[src/rtl/sr_pkg.sv]
// Shared types and defaults for the SR input conditioner.
// Optional feature macro used by the channel: SR_INPUT_CONDITIONER_SYNC_EN.
package sr_pkg;

  // Per-channel debounce state.
  typedef enum logic [1:0] {
    IDLE      = 2'd0,
    ARMING    = 2'd1,
    HELD      = 2'd2,
    RELEASING = 2'd3
  } chan_state_e;

  localparam int unsigned DEBOUNCE_CYCLES_DEFAULT = 1000;
  localparam int unsigned CNT_W_DEFAULT           = 16;

endpackage

[src/rtl/sr_debounce_channel.sv]
// One debounce channel: optional two-flop synchronizer, four-state debounce FSM with a
// saturating counter, and rising-level detection.
// Macro SR_INPUT_CONDITIONER_SYNC_EN inserts the synchronizer (adds two cycles of latency).
// DEBOUNCE_CYCLES must be >= 2 and 2**CNT_W must exceed DEBOUNCE_CYCLES.
module sr_debounce_channel
  import sr_pkg::*;
#(
  parameter int unsigned DEBOUNCE_CYCLES = DEBOUNCE_CYCLES_DEFAULT,
  parameter int unsigned CNT_W           = CNT_W_DEFAULT
) (
  input  logic clk,
  input  logic rst,
  input  logic i_raw,
  output logic o_level,
  // High in the cycle before the edge on which o_level rises; the top registers it.
  output logic o_rise
);

  localparam logic [CNT_W-1:0] CntLast = CNT_W'(DEBOUNCE_CYCLES - 1);
  localparam logic [CNT_W-1:0] CntMax  = {CNT_W{1'b1}};
  localparam logic [CNT_W-1:0] CntOne  = CNT_W'(1);

  logic             w_sample;
  chan_state_e      r_state;
  logic [CNT_W-1:0] r_cnt;
  logic [CNT_W-1:0] w_cnt_inc;
  logic             r_level;

`ifdef SR_INPUT_CONDITIONER_SYNC_EN
  logic [1:0] r_sync;

  // Two-flop synchronizer for the asynchronous raw button.
  always_ff @(posedge clk or posedge rst) begin
    if (rst) begin
      r_sync <= 2'b00;
    end else begin
      r_sync <= {r_sync[0], i_raw};
    end
  end

  assign w_sample = r_sync[1];
`else
  assign w_sample = i_raw;
`endif

  // Counter never wraps, even if the FSM were to stay in a counting state.
  assign w_cnt_inc = (r_cnt == CntMax) ? r_cnt : r_cnt + CntOne;

  // Debounce FSM: level changes only after DEBOUNCE_CYCLES consecutive equal samples.
  always_ff @(posedge clk or posedge rst) begin
    if (rst) begin
      r_state <= IDLE;
      r_cnt   <= '0;
      r_level <= 1'b0;
    end else begin
      unique case (r_state)
        IDLE: begin
          if (w_sample) begin
            r_state <= ARMING;
            r_cnt   <= CntOne;
          end
        end
        ARMING: begin
          if (!w_sample) begin
            r_state <= IDLE;
            r_cnt   <= '0;
          end else if (r_cnt == CntLast) begin
            r_state <= HELD;
            r_cnt   <= '0;
            r_level <= 1'b1;
          end else begin
            r_cnt <= w_cnt_inc;
          end
        end
        HELD: begin
          if (!w_sample) begin
            r_state <= RELEASING;
            r_cnt   <= CntOne;
          end
        end
        RELEASING: begin
          if (w_sample) begin
            r_state <= HELD;
            r_cnt   <= '0;
          end else if (r_cnt == CntLast) begin
            r_state <= IDLE;
            r_cnt   <= '0;
            r_level <= 1'b0;
          end else begin
            r_cnt <= w_cnt_inc;
          end
        end
        default: begin
          r_state <= IDLE;
          r_cnt   <= '0;
          r_level <= 1'b0;
        end
      endcase
    end
  end

  assign o_level = r_level;
  assign o_rise  = (r_state == ARMING) && w_sample && (r_cnt == CntLast);

endmodule

[src/rtl/sr_input_conditioner.sv]
// Conditions two bouncy buttons into clean, mutually exclusive set/reset pulses for an SR latch.
// Optional synchronizers in each channel are enabled by SR_INPUT_CONDITIONER_SYNC_EN.
module sr_input_conditioner
  import sr_pkg::*;
#(
  parameter int unsigned DEBOUNCE_CYCLES = DEBOUNCE_CYCLES_DEFAULT,
  parameter int unsigned CNT_W           = CNT_W_DEFAULT
) (
  input  logic clk,
  input  logic rst,
  input  logic s_raw,
  input  logic r_raw,
  output logic s,
  output logic r,
  output logic s_db,
  output logic r_db,
  output logic invalid
);

  logic w_s_rise;
  logic w_r_rise;
  logic r_s;
  logic r_r;
  logic r_invalid;

  sr_debounce_channel #(
    .DEBOUNCE_CYCLES(DEBOUNCE_CYCLES),
    .CNT_W          (CNT_W)
  ) u_set_ch (
    .clk    (clk),
    .rst    (rst),
    .i_raw  (s_raw),
    .o_level(s_db),
    .o_rise (w_s_rise)
  );

  sr_debounce_channel #(
    .DEBOUNCE_CYCLES(DEBOUNCE_CYCLES),
    .CNT_W          (CNT_W)
  ) u_reset_ch (
    .clk    (clk),
    .rst    (rst),
    .i_raw  (r_raw),
    .o_level(r_db),
    .o_rise (w_r_rise)
  );

  // Mutual exclusion: a simultaneous rise suppresses both pulses and flags invalid instead.
  always_ff @(posedge clk or posedge rst) begin
    if (rst) begin
      r_s       <= 1'b0;
      r_r       <= 1'b0;
      r_invalid <= 1'b0;
    end else begin
      r_s       <= w_s_rise & ~w_r_rise;
      r_r       <= w_r_rise & ~w_s_rise;
      r_invalid <= w_s_rise & w_r_rise;
    end
  end

  assign s       = r_s;
  assign r       = r_r;
  assign invalid = r_invalid;

endmodule

[config.mk]
export PLATFORM = sky130hd
export DESIGN_NAME = sr_input_conditioner
export DESIGN_NICKNAME = d
export VERILOG_FILES = /design/src/rtl/sr_pkg.sv /design/src/rtl/sr_debounce_channel.sv /design/src/rtl/sr_input_conditioner.sv
export SDC_FILE = /design/constraint.sdc
export NUM_CORES = 1
export LEC_CHECK = 0
export BUFFER_PORTS_ARGS = -buffer_cell sky130_fd_sc_hd__buf_2
export CELL_PAD_IN_SITES_DETAIL_PLACEMENT = 1
export CELL_PAD_IN_SITES_GLOBAL_PLACEMENT = 1
export CORE_MARGIN = 3
export CORE_UTILIZATION = 30
export DETAILED_ROUTE_END_ITERATION = 10
export GPL_ROUTABILITY_DRIVEN = 0
export PLACE_DENSITY = 0.63
export RECOVER_POWER = 25
export SLEW_MARGIN = 20
export SYNTH_ARGS = -nofsm -noshare
export SYNTH_HDL_FRONTEND = slang
export SYNTH_SLANG_ARGS = --single-unit
[constraint.sdc]
create_clock -name clk -period 2.6 [get_ports clk]
set_clock_uncertainty 0.15 [all_clocks]
set_input_delay 0.52 -clock clk [delete_from_list [all_inputs] [get_ports clk]]
set_output_delay 0.52 -clock clk [all_outputs]
set_load 0.02 [all_outputs]
==> results of run 1 <==
==> metal layers <==
layer  wire [um]  GRT usage (%)  vias up  share of wire (%)
met4          46          3.966        0               0.77
met1        2940          18.93     1068                 49
met5           0              0        -                  0
li1            -              -     1027                  -
met3         129          2.390        5                2.2
met2        2864          23.61       24                 48
==> flip-flops by register name, summed over array words and instances, names as in the netlist, named ones only <==
signal and cells:
r 1, u_set_ch.r_cnt 16, u_reset_ch.r_cnt 16, u_set_ch.r_state 1, s 1, invalid 1, u_reset_ch.o_level 1, u_reset_ch.r_state 1
u_set_ch.o_level 1
==> worst min path at each step <==
stage	startpoint	endpoint	slack, ns	depth (start not counted)
after global placement	rst	u_reset_ch.r_cnt[1]$_DFFE_PP0P_	0.32	2
after floorplan	u_reset_ch.r_cnt[11]$_DFFE_PP0P_	u_reset_ch.r_cnt[11]$_DFFE_PP0P_	0.31	1
after detailed placement	rst	u_reset_ch.r_cnt[1]$_DFFE_PP0P_	0.33	2
after global routing	r_raw	register	0.40	2
after CTS	u_reset_ch.r_cnt[11]$_DFFE_PP0P_	u_reset_ch.r_cnt[11]$_DFFE_PP0P_	0.37	1
final	u_reset_ch.r_cnt[11]$_DFFE_PP0P_	u_reset_ch.r_cnt[11]$_DFFE_PP0P_	0.36	1
==> kinds of logic after synthesis <==
group	after synthesis	synth area share, %
and+or+nand+nor	109	25.45
adders and majority gates	2	1.060
buffers and inverters	19	3.923
DFF	41	43.48
AOI/OAI and AO/OA	88	24.13
xor gates and xnor gates	4	1.485
muxes	1	0.4772
==> cell usage after synthesis (5+ instances only) <==
master     n
dfrtp_1   41
nand2_1   28
a21oi_1   26
nor2_1    17
a31oi_1   15
o21ai_0   15
nand3_1   14
nand4_1   11
clkbuf_1   9
nor3_1     7
a22o_1     5
and4_1     5
==> power breakdown <==
group          switching [uW]  total [uW]  internal (uW)
logic                    60.8        93.2           32.5
registers                10.4         657            646
clock network             254         450            196
==> stage by stage <==
step	util (%)	hold slack (ns)	total power, uW	setup slack [ns]
2_1_floorplan	-	0.3070	735.1	0.4801
3_3_place_gp	33.60	0.3219	762.1	0.2862
3_5_place_dp	33.60	0.3261	764.8	0.1967
4_1_cts	35.00	0.3683	1226	0.1854
5_1_grt	34.95	0.4033	1255	0.02368
6_report	34.95	0.3646	1200	0.2167
==> cell type report <==
cell class                 count  area, sq um  area share [%]
timing repair buffer          17        106.4           4.087
clock buffer                   5        68.82           2.644
inverter                       3        11.26          0.4327
tap                           99        123.9           4.760
sequential                    41         1026           39.42
clock inverter                 3        25.02          0.9615
multi-input combinational    204         1241           47.69
==> what timing repair did <==
item                                    in CTS  in global routing
hold buffers                                 1                  0
hold endpoints to repair                     9                  0
endpoints found under the setup margin       0                  0
==> impl_metrics.yaml, run 1 <==
synthesis:
  synth.area.top_cells: "dfrtp_1 (43%), a21oi_1 (5.5%), nand2_1 (4.5%)"
  yosysTopAreaCell: "dfrtp_1"
  ys_ff_latch: 41
  ys_async_sr_fraction_pct: 100.0
  yosys_warnings: 0
  synth_fp_nets: 270
  synthDistinctLibCells: 47
  ys_seq_area_share_pct: 43.48
  syn_avg_cell_area_sq_um: 8.938
  synth_top_flop_cell: "dfrtp_1"
  synth_cells: 264
  syn_area_sq_mm: 0.002360
  synth_top_area_share_pct: 43.48
  synth_edf_count: 0
status:
  status: "finished clean"
cells_and_area:
  fin_nets: 278
  area_growth_pct: 10.29
  drive_gt1_share_pct: 12.45
  layout_common_cells: "dfrtp_1 (41), nand2_1 (28), a21oi_1 (26)"
  fin_cells: 372
  finish.instance_area_sq_mm: 0.002603
  nFillCells: 914
  final_common_cell: "dfrtp_1"
  antenna_cells: 0
sta:
  slew_viol_final: 0
  tightest_slew_ns: 0.7879
  fin_crit_ns: 2.383
  rsz0062_at_grt: "false"
  hold_viol: 0
  slew_headroom_pct: 47.47
  fmax_ghz: 0.4196
  tns_ns: 0
  fin_crit_sh_pct: 91.67
  setup_viol: 0
cts:
  path_clk_slew_ns: 0.09
  cts_root_buffer: "clkbuf_8"
  clock-sinks: 41
  cts-buffers-inserted: 5
  clockBufferDepth: 2
  ctsResizeCount: 0
  clk_latency_ns: 0.30
  cts_max_level: 2
  post_cts_buffers: 0
  cts_tree: "done"
detailed_routing:
  vias: 2124
  routed_wl_um: 5981
  via_per_inst: 5.710
  routedWlPerCell_um: 16.08
  ant_nets: 0
  firstDrtPassIters: 4
  drc: 0
  drt-initial-drc-count: 74
global_routing:
  gr-total-overflow: 0
  grt_pass1_vias: 2105
  grt_pass1_wl_um: 10260
  groute.usage.overall_pct: 14.18
  grt_max_degree: 18
  antenna_found_initial: 0
placed_design:
  place_area_sq_mm: 0.002502
  io_buffers: 8
  dp.final_hpwl_um: 4327
  dp.cells: 363
worst_setup_path:
  cp_slowest_cell: "or4_4"
  cp.buffers_inverters: 0
  required_ns: 2.64
  cp-startpoint: "u_set_ch.r_cnt[10]$_DFFE_PP0P_"
  crit_chain: "or4_4 -> nor4_4 -> or2_1 -> o21ai_0 -> a22o_1"
  critPathCapture: "u_set_ch.r_cnt[15]$_DFFE_PP0P_"
  end_kind: "register"
  critical-path-max-stage-delay_ns: 0.56
  crit_arrival_ns: 2.42
  rrSetupSlack_ns: 0.22
  crit_type: "reg -> reg"
  r2r_cells: 5
  critPathTopFamily: "simple AND/OR/NAND/NOR gates"
  setup.worst_path.start_class: "register"
  crit_fanout: 11
  crit_cells: 5
  reg2reg_to: "u_set_ch.r_cnt[15]$_DFFE_PP0P_"
  r2r-start: "u_set_ch.r_cnt[10]$_DFFE_PP0P_"
floorplan:
  rows: 31
  dieWidth_um: 94.69
  ios: 9
  initial_core_util_pct: 31.69
  fp.dieH_um: 94.69
  core_area_sq_mm: 0.007447
  die_area_sq_mm: 0.008966
worst_hold_path:
  holdCritPathClass: "reg -> reg"
pwr:
  p_per_area_mw_per_mm2: 460.9
  p_leak_uw: 0.001019
  ir_drop_mv: 0.1699
flow_run:
  cap_violations: 0
Power figures use the tool's default switching activity.
==> inputs of run 2 (changes only) <==
- ABC_AREA: unset -> 1
- PLACE_DENSITY: 0.63 -> 0.66
==> run 2 against run 1 <==
Effect of this change:
- via count increased by 23%
- routed wire length increased by 25%
- non-clock buffer count decreased by 8
- count of clock-buffer cells in the layout increased by 1
- clock power increased by 24%
- critical path depth increased by 3
- combinational power increased by 64%
- critical path type unchanged
- highest routed layer unchanged
==> impl_metrics.yaml, run 2 <==
status:
  status: "finished clean"
synthesis:
  synthTopCellsByCount: "nand2_1 (113), inv_1 (58), nand3_1 (44), dfrtp_1 (41), nor2_1 (41)"
  ys_seq_area_share_pct: 37.41
  syn_area_sq_mm: 0.002743
  yosys_warnings: 0
  synth_cells: 399
  yosysTopAreaCell: "dfrtp_1"
  synth_top_area_share_pct: 37.41
  synth_top_flop_cell: "dfrtp_1"
  synthDistinctLibCells: 31
  synth.area.top_cells: "dfrtp_1 (37%), nand2_1 (15%), nand3_1 (8.0%)"
  ys_async_sr_fraction_pct: 100.0
  syn_avg_cell_area_sq_um: 6.874
  synth_edf_count: 0
  synth_fp_nets: 405
  ys_ff_latch: 41
  post-synth-top-count-cell: "nand2_1"
cells_and_area:
  area_growth_pct: 9.535
  nFillCells: 1110
  drive_gt1_share_pct: 10.92
  antenna_cells: 0
  final_common_cell: "nand2_1"
  layout_common_cells: "nand2_1 (113), inv_1 (58), nand3_1 (44)"
  fin_nets: 417
  finish.instance_area_sq_mm: 0.003004
  top_regs: "u_reset_ch.r_cnt (16), u_set_ch.r_cnt (16)"
floorplan:
  die_area_sq_mm: 0.01033
  core_area_sq_mm: 0.008806
  initial_core_util_pct: 31.15
  ios: 9
  fp.dieH_um: 101.6
  rows: 34
  dieWidth_um: 101.6
cts:
  path_clk_slew_ns: 0.10
  clk_latency_ns: 0.30
  post_cts_buffers: 0
  cts-buffers-inserted: 5
  cts_root_buffer: "clkbuf_8"
  clock-sinks: 41
  clockBufferDepth: 2
  cts_max_level: 2
  cts_tree: "done"
  ctsHoldBuffers: 0
  ctsResizeCount: 0
sta:
  slew_headroom_pct: 28.03
  hold_viol: 0
  fin_crit_ns: 1.953
  fmax_ghz: 0.5121
  hold_ws_ns: 0.3396
  layout_setup_ws_ns: 0.6472
  fin_crit_sh_pct: 75.11
  setup_viol: 0
  slew_viol_final: 0
  tightest_slew_ns: 1.080
  rsz0062_at_grt: "false"
  tns_ns: 0
pwr:
  p_leak_uw: 0.001441
  p_total_uw: 1396
  p_per_area_mw_per_mm2: 464.7
  ir_drop_mv: 0.1906
global_routing:
  grt_max_degree: 42
  antenna_found_initial: 0
  gr-total-overflow: 0
  groute.usage.overall_pct: 15.71
  grt_pass1_vias: 2720
  grt_pass1_wl_um: 13080
placed_design:
  dp.final_hpwl_um: 5649
  io_buffers: 8
  dp_slack_ns: 0.5873
  place_area_sq_mm: 0.002887
detailed_routing:
  via_per_inst: 5.006
  vias: 2603
  routed_wl_um: 7462
  ant_nets: 0
  routedWlPerCell_um: 14.35
  firstDrtPassIters: 4
  drc: 0
  drt-initial-drc-count: 52
worst_setup_path:
  end_kind: "register"
  crit_type: "reg -> reg"
  crit_fanout: 6
  crit_arrival_ns: 2.02
  setup.worst_path.start_class: "register"
  required_ns: 2.66
flow_run:
  cap_violations: 0
worst_hold_path:
  holdCritPathClass: "reg -> reg"
run 2: changes by cell type after synthesis, sizes merged, moves of 5 or more:
cell    before  now
a31oi       15    1
o21ai       16   23
and4         5    0
clkbuf      10    0
a21oi       26    2
nand4       11   22
nand2       29  120
nor2        17   51
a22o         5    0
nand3       14   48
or4          5    0
inv          3   62
run 2: critical path, cell delays in order, from the launching register on:
cell	delay, ns
dfrtp_1	0.41
ha_1	0.29
nand2_1	0.11
nor2_2	0.15
and2_1	0.33
nand3_4	0.17
nand3_1	0.12
nand2_1	0.06
o21ai_0	0.08
run 2: cell families after synthesis:
kind of cell	after synthesis	synth area share, %
adder cells (fa/ha/maj)	2	0.9123
buffers and inverters	66	9.899
AO/OA/AOI/OAI	30	5.794
XOR/XNOR	5	1.871
flip-flops	41	37.41
AND/OR/NAND/NOR	255	44.12
run 2: layer usage:
| layer | global-route usage (%) | wire (um) | vias up |
|---|---|---|---|
| met2 | 27.82 | 3794 | 16 |
| met5 | 0 | 0 | - |
| met3 | 2.273 | 144 | 2 |
| li1 | - | - | 1308 |
| met1 | 20.35 | 3491 | 1277 |
| met4 | 3.170 | 31 | 0 |
run 2: layout make-up:
cell class,count,area (sq um),area share [%]
Clock buffer,6,82.58,2.749
Tap cell,108,135.1,4.498
Sequential cell,41,1026,34.15
Multi-Input combinational cell,292,1445,48.11
Inverter,62,232.7,7.747
Timing Repair Buffer,9,45.04,1.499
Clock inverter,2,37.54,1.249
run 2: report_power, final:
part,total [uW],switching (uW),internal [uW]
Sequential,686,28.0,658
Combinational,153,109,44.2
Clock,557,244,313
Total,1400,381,1010
run 2: worst paths after layout:
check	startpoint	to	slack, ns	cells past startpoint
max	u_set_ch.r_cnt[0]$_DFFE_PP0P_	u_set_ch.r_cnt[10]$_DFFE_PP0P_	0.65	8
max in group asynchronous	rst	u_set_ch.r_cnt[8]$_DFFE_PP0P_	1.23	3
min	u_set_ch.o_level$_DFFE_PP0P_	u_set_ch.o_level$_DFFE_PP0P_	0.34	2
min reg2reg	u_set_ch.o_level$_DFFE_PP0P_	u_set_ch.o_level$_DFFE_PP0P_	0.34	2
max reg2reg	u_set_ch.r_cnt[0]$_DFFE_PP0P_	u_set_ch.r_cnt[10]$_DFFE_PP0P_	0.65	8
min in group asynchronous	rst	r$_DFF_PP0_	0.41	3
run 2: per-stage QoR:
step                      cells  utilization, %
after floorplan             399               -
after global placement      512           32.78
after detailed placement    512           32.78
after CTS                   520           34.14
after global routing        520           34.11
final                       520           34.11
==> inputs of run 3 (changes only) <==
- ABC_AREA: 1 -> 0
- PLACE_DENSITY: 0.66 -> 0.65
- clock period: 2.6 -> 1.6 ns (I/O delays scaled with it)
==> run 3 against run 2 <==
Effect of this change:
- the flow now finishes with violations (negative setup slack)
- hold slack got worse by 0.055 ns
- global-route usage increased by 3.4 points
- routed wire length increased by 17%
- total power increased by 47%
- combinational power increased by 90%
- first-iteration DRC count increased to 2.6 times the previous value
- count of clock-buffer cells in the layout unchanged
- largest cell class unchanged
- largest power group unchanged
==> impl_metrics.yaml, run 3 (synthesized netlist as in run 1, its figures left out) <==
pwr:
  p_per_area_mw_per_mm2: 542.4
  ir_drop_mv: 0.2850
  pwr-share-comb_pct: 14.2
  power_switching_uw: 559.9
  p_leak_uw: 0.001588
  clkPwrFrac_pct: 33.6
  netSwitchingFraction_pct: 27.36
  seqPwrFrac_pct: 52.2
  internal-power_uw: 1486
floorplan:
  initial_core_util_pct: 31.69
  fp.dieH_um: 94.69
  die_area_sq_mm: 0.008966
  dieWidth_um: 94.69
  ios: 9
  core_area_sq_mm: 0.007447
  rows: 31
worst_setup_path:
  critPathTopFamily: "simple AND/OR/NAND/NOR gates"
  end_kind: "register"
  critical-path-max-stage-delay_ns: 0.55
  cp.buffers_inverters: 1
  setup.worst_path.start_class: "register"
  required_ns: 1.63
  cp_slowest_cell: "or4_4"
  crit_type: "reg -> reg"
  crit_chain: "or4_4 -> nor4_4 -> buf_4 -> or2_4 -> o21ai_1 -> a22o_1"
  crit_fanout: 6
  crit_arrival_ns: 2.17
detailed_routing:
  routedWlPerCell_um: 18.73
  firstDrtPassIters: 4
  drc: 0
  drt-initial-drc-count: 136
  via_per_inst: 5.534
  vias: 2579
  ant_nets: 0
  routed_wl_um: 8729
sta:
  slew_viol_final: 0
  tightest_slew_ns: 0.6019
  fin_crit_ns: 2.133
  layout_setup_ws_ns: -0.5328
  rsz0062_at_grt: "true"
  tns_ns: -18.42
  fin_crit_sh_pct: 133.3
  hold_viol: 0
  setup_viol: 41
  fmax_ghz: 0.4689
  slew_headroom_pct: 59.87
global_routing:
  grt_pass1_vias: 2776
  gr-total-overflow: 0
  grt_max_degree: 42
  groute.usage.overall_pct: 19.12
  antenna_found_initial: 0
  grt_pass1_wl_um: 13600
cells_and_area:
  fin_cells: 466
  fin_nets: 372
  layout_common_cells: "buf_4 (86), dfrtp_1 (41), nand2_1 (23)"
  antenna_cells: 0
  multi_input_comb_area_sq_mm: 0.001630
  seq_area_sq_mm: 0.001026
  final_common_cell: "buf_4"
  top_regs: "u_reset_ch.r_cnt (16), u_set_ch.r_cnt (16)"
  drive_gt1_share_pct: 52.32
  nFillCells: 862
  area_growth_pct: 59.86
cts:
  cts_root_buffer: "clkbuf_8"
  cts_tree: "done"
  cts-buffers-inserted: 5
  clock-sinks: 41
  path_clk_slew_ns: 0.09
  cts_max_level: 2
  clk_latency_ns: 0.30
  clockBufferDepth: 2
placed_design:
  dp.final_hpwl_um: 5494
  io_buffers: 8
  dp_slack_ns: -0.5175
  dp.cells: 449
status:
  violations: "negative setup slack"
  status: "finished, violations left"
flow_run:
  cap_violations: 0
worst_hold_path:
  holdCritPathClass: "in -> reg"
-- run 3: cell types whose count changed in the layout (fill, tap and decap cells not counted), sizes merged, moves of 5 or more --
| cell | before | now |
|---|---|---|
| or4 | 0 | 5 |
| nand3 | 48 | 14 |
| buf | 8 | 108 |
| nand2 | 120 | 29 |
| a31oi | 1 | 15 |
| and4 | 0 | 5 |
| o21ai | 23 | 16 |
| nor2 | 51 | 17 |
| nand4 | 22 | 11 |
| a21oi | 2 | 26 |
| inv | 62 | 2 |
| a22o | 0 | 5 |
-- run 3: final timing paths --
kind | startpoint | endpoint | slack, ns | cells past startpoint
min in group asynchronous | rst | u_set_ch.r_state[0]$_DFFE_PP0P_ | 0.62 | 4
max reg2reg | u_reset_ch.r_cnt[13]$_DFFE_PP0P_ | u_reset_ch.r_cnt[15]$_DFFE_PP0P_ | -0.53 | 6
max | u_reset_ch.r_cnt[13]$_DFFE_PP0P_ | u_reset_ch.r_cnt[15]$_DFFE_PP0P_ | -0.53 | 6
min | s_raw | u_set_ch.r_state[0]$_DFFE_PP0P_ | 0.29 | 3
min reg2reg | u_set_ch.o_level$_DFFE_PP0P_ | u_set_ch.o_level$_DFFE_PP0P_ | 0.43 | 2
max in group asynchronous | rst | u_set_ch.r_cnt[8]$_DFFE_PP0P_ | 0.27 | 4
-- run 3: layer usage --
layer / global-route usage [%] / vias to the layer above / routed length [um]
met5: 0 / - / 0
met4: 5.048 / 0 / 71
met3: 2.550 / 8 / 184
met2: 33.53 / 34 / 4484
met1: 24.63 / 1320 / 3988
li1: - / 1217 / -
-- run 3: cell type report --
cell class	count	area share, %
Timing Repair Buffer	111	23.81
Clock buffer	6	1.924
Sequential cell	41	27.20
Clock inverter	2	0.2653
Multi-Input combinational cell	204	43.22
Inverter	3	0.2985
Tap cell	99	3.284
-- run 3: tightest hold or removal path: cells and delay by family --
kind	cells	cell delay, ns
XOR/XNOR	1	0.11
AND/OR/NAND/NOR	1	0.16
buffers and inverters	1	0.11
-- run 3: power groups by stage --
stage          registers, uW  logic [uW]  clock network (uW)
6_report                1070         291                 687
5_1_grt                 1070         315                 753
4_1_cts                 1070         263                 710
3_5_place_dp            1090         229                   0
3_3_place_gp            1080         224                   0
2_1_floorplan           1090         126                   0
-- run 3: stage by stage --
stage / hold slack (ns) / total power (uW) / utilization [%] / cell area, sq um
floorplan: 0.3158 / 1215 / - / 2470
global placement: 0.2208 / 1309 / 43.65 / 3251
detailed placement: 0.2440 / 1315 / 43.65 / 3251
CTS: 0.2642 / 2040 / 48.15 / 3586
global route: 0.2998 / 2138 / 50.66 / 3772
finish: 0.2851 / 2046 / 50.66 / 3772
-- run 3: what timing repair did --
action / in CTS / in global routing
gates resized for setup: 46 / 35
hold endpoints to repair: 41 / 0
setup endpoints to repair: 41 / 41
buffers inserted: 5 / 2
cloned: 0 / 1
hold buffers: 1 / 0
pin swaps: 27 / 22
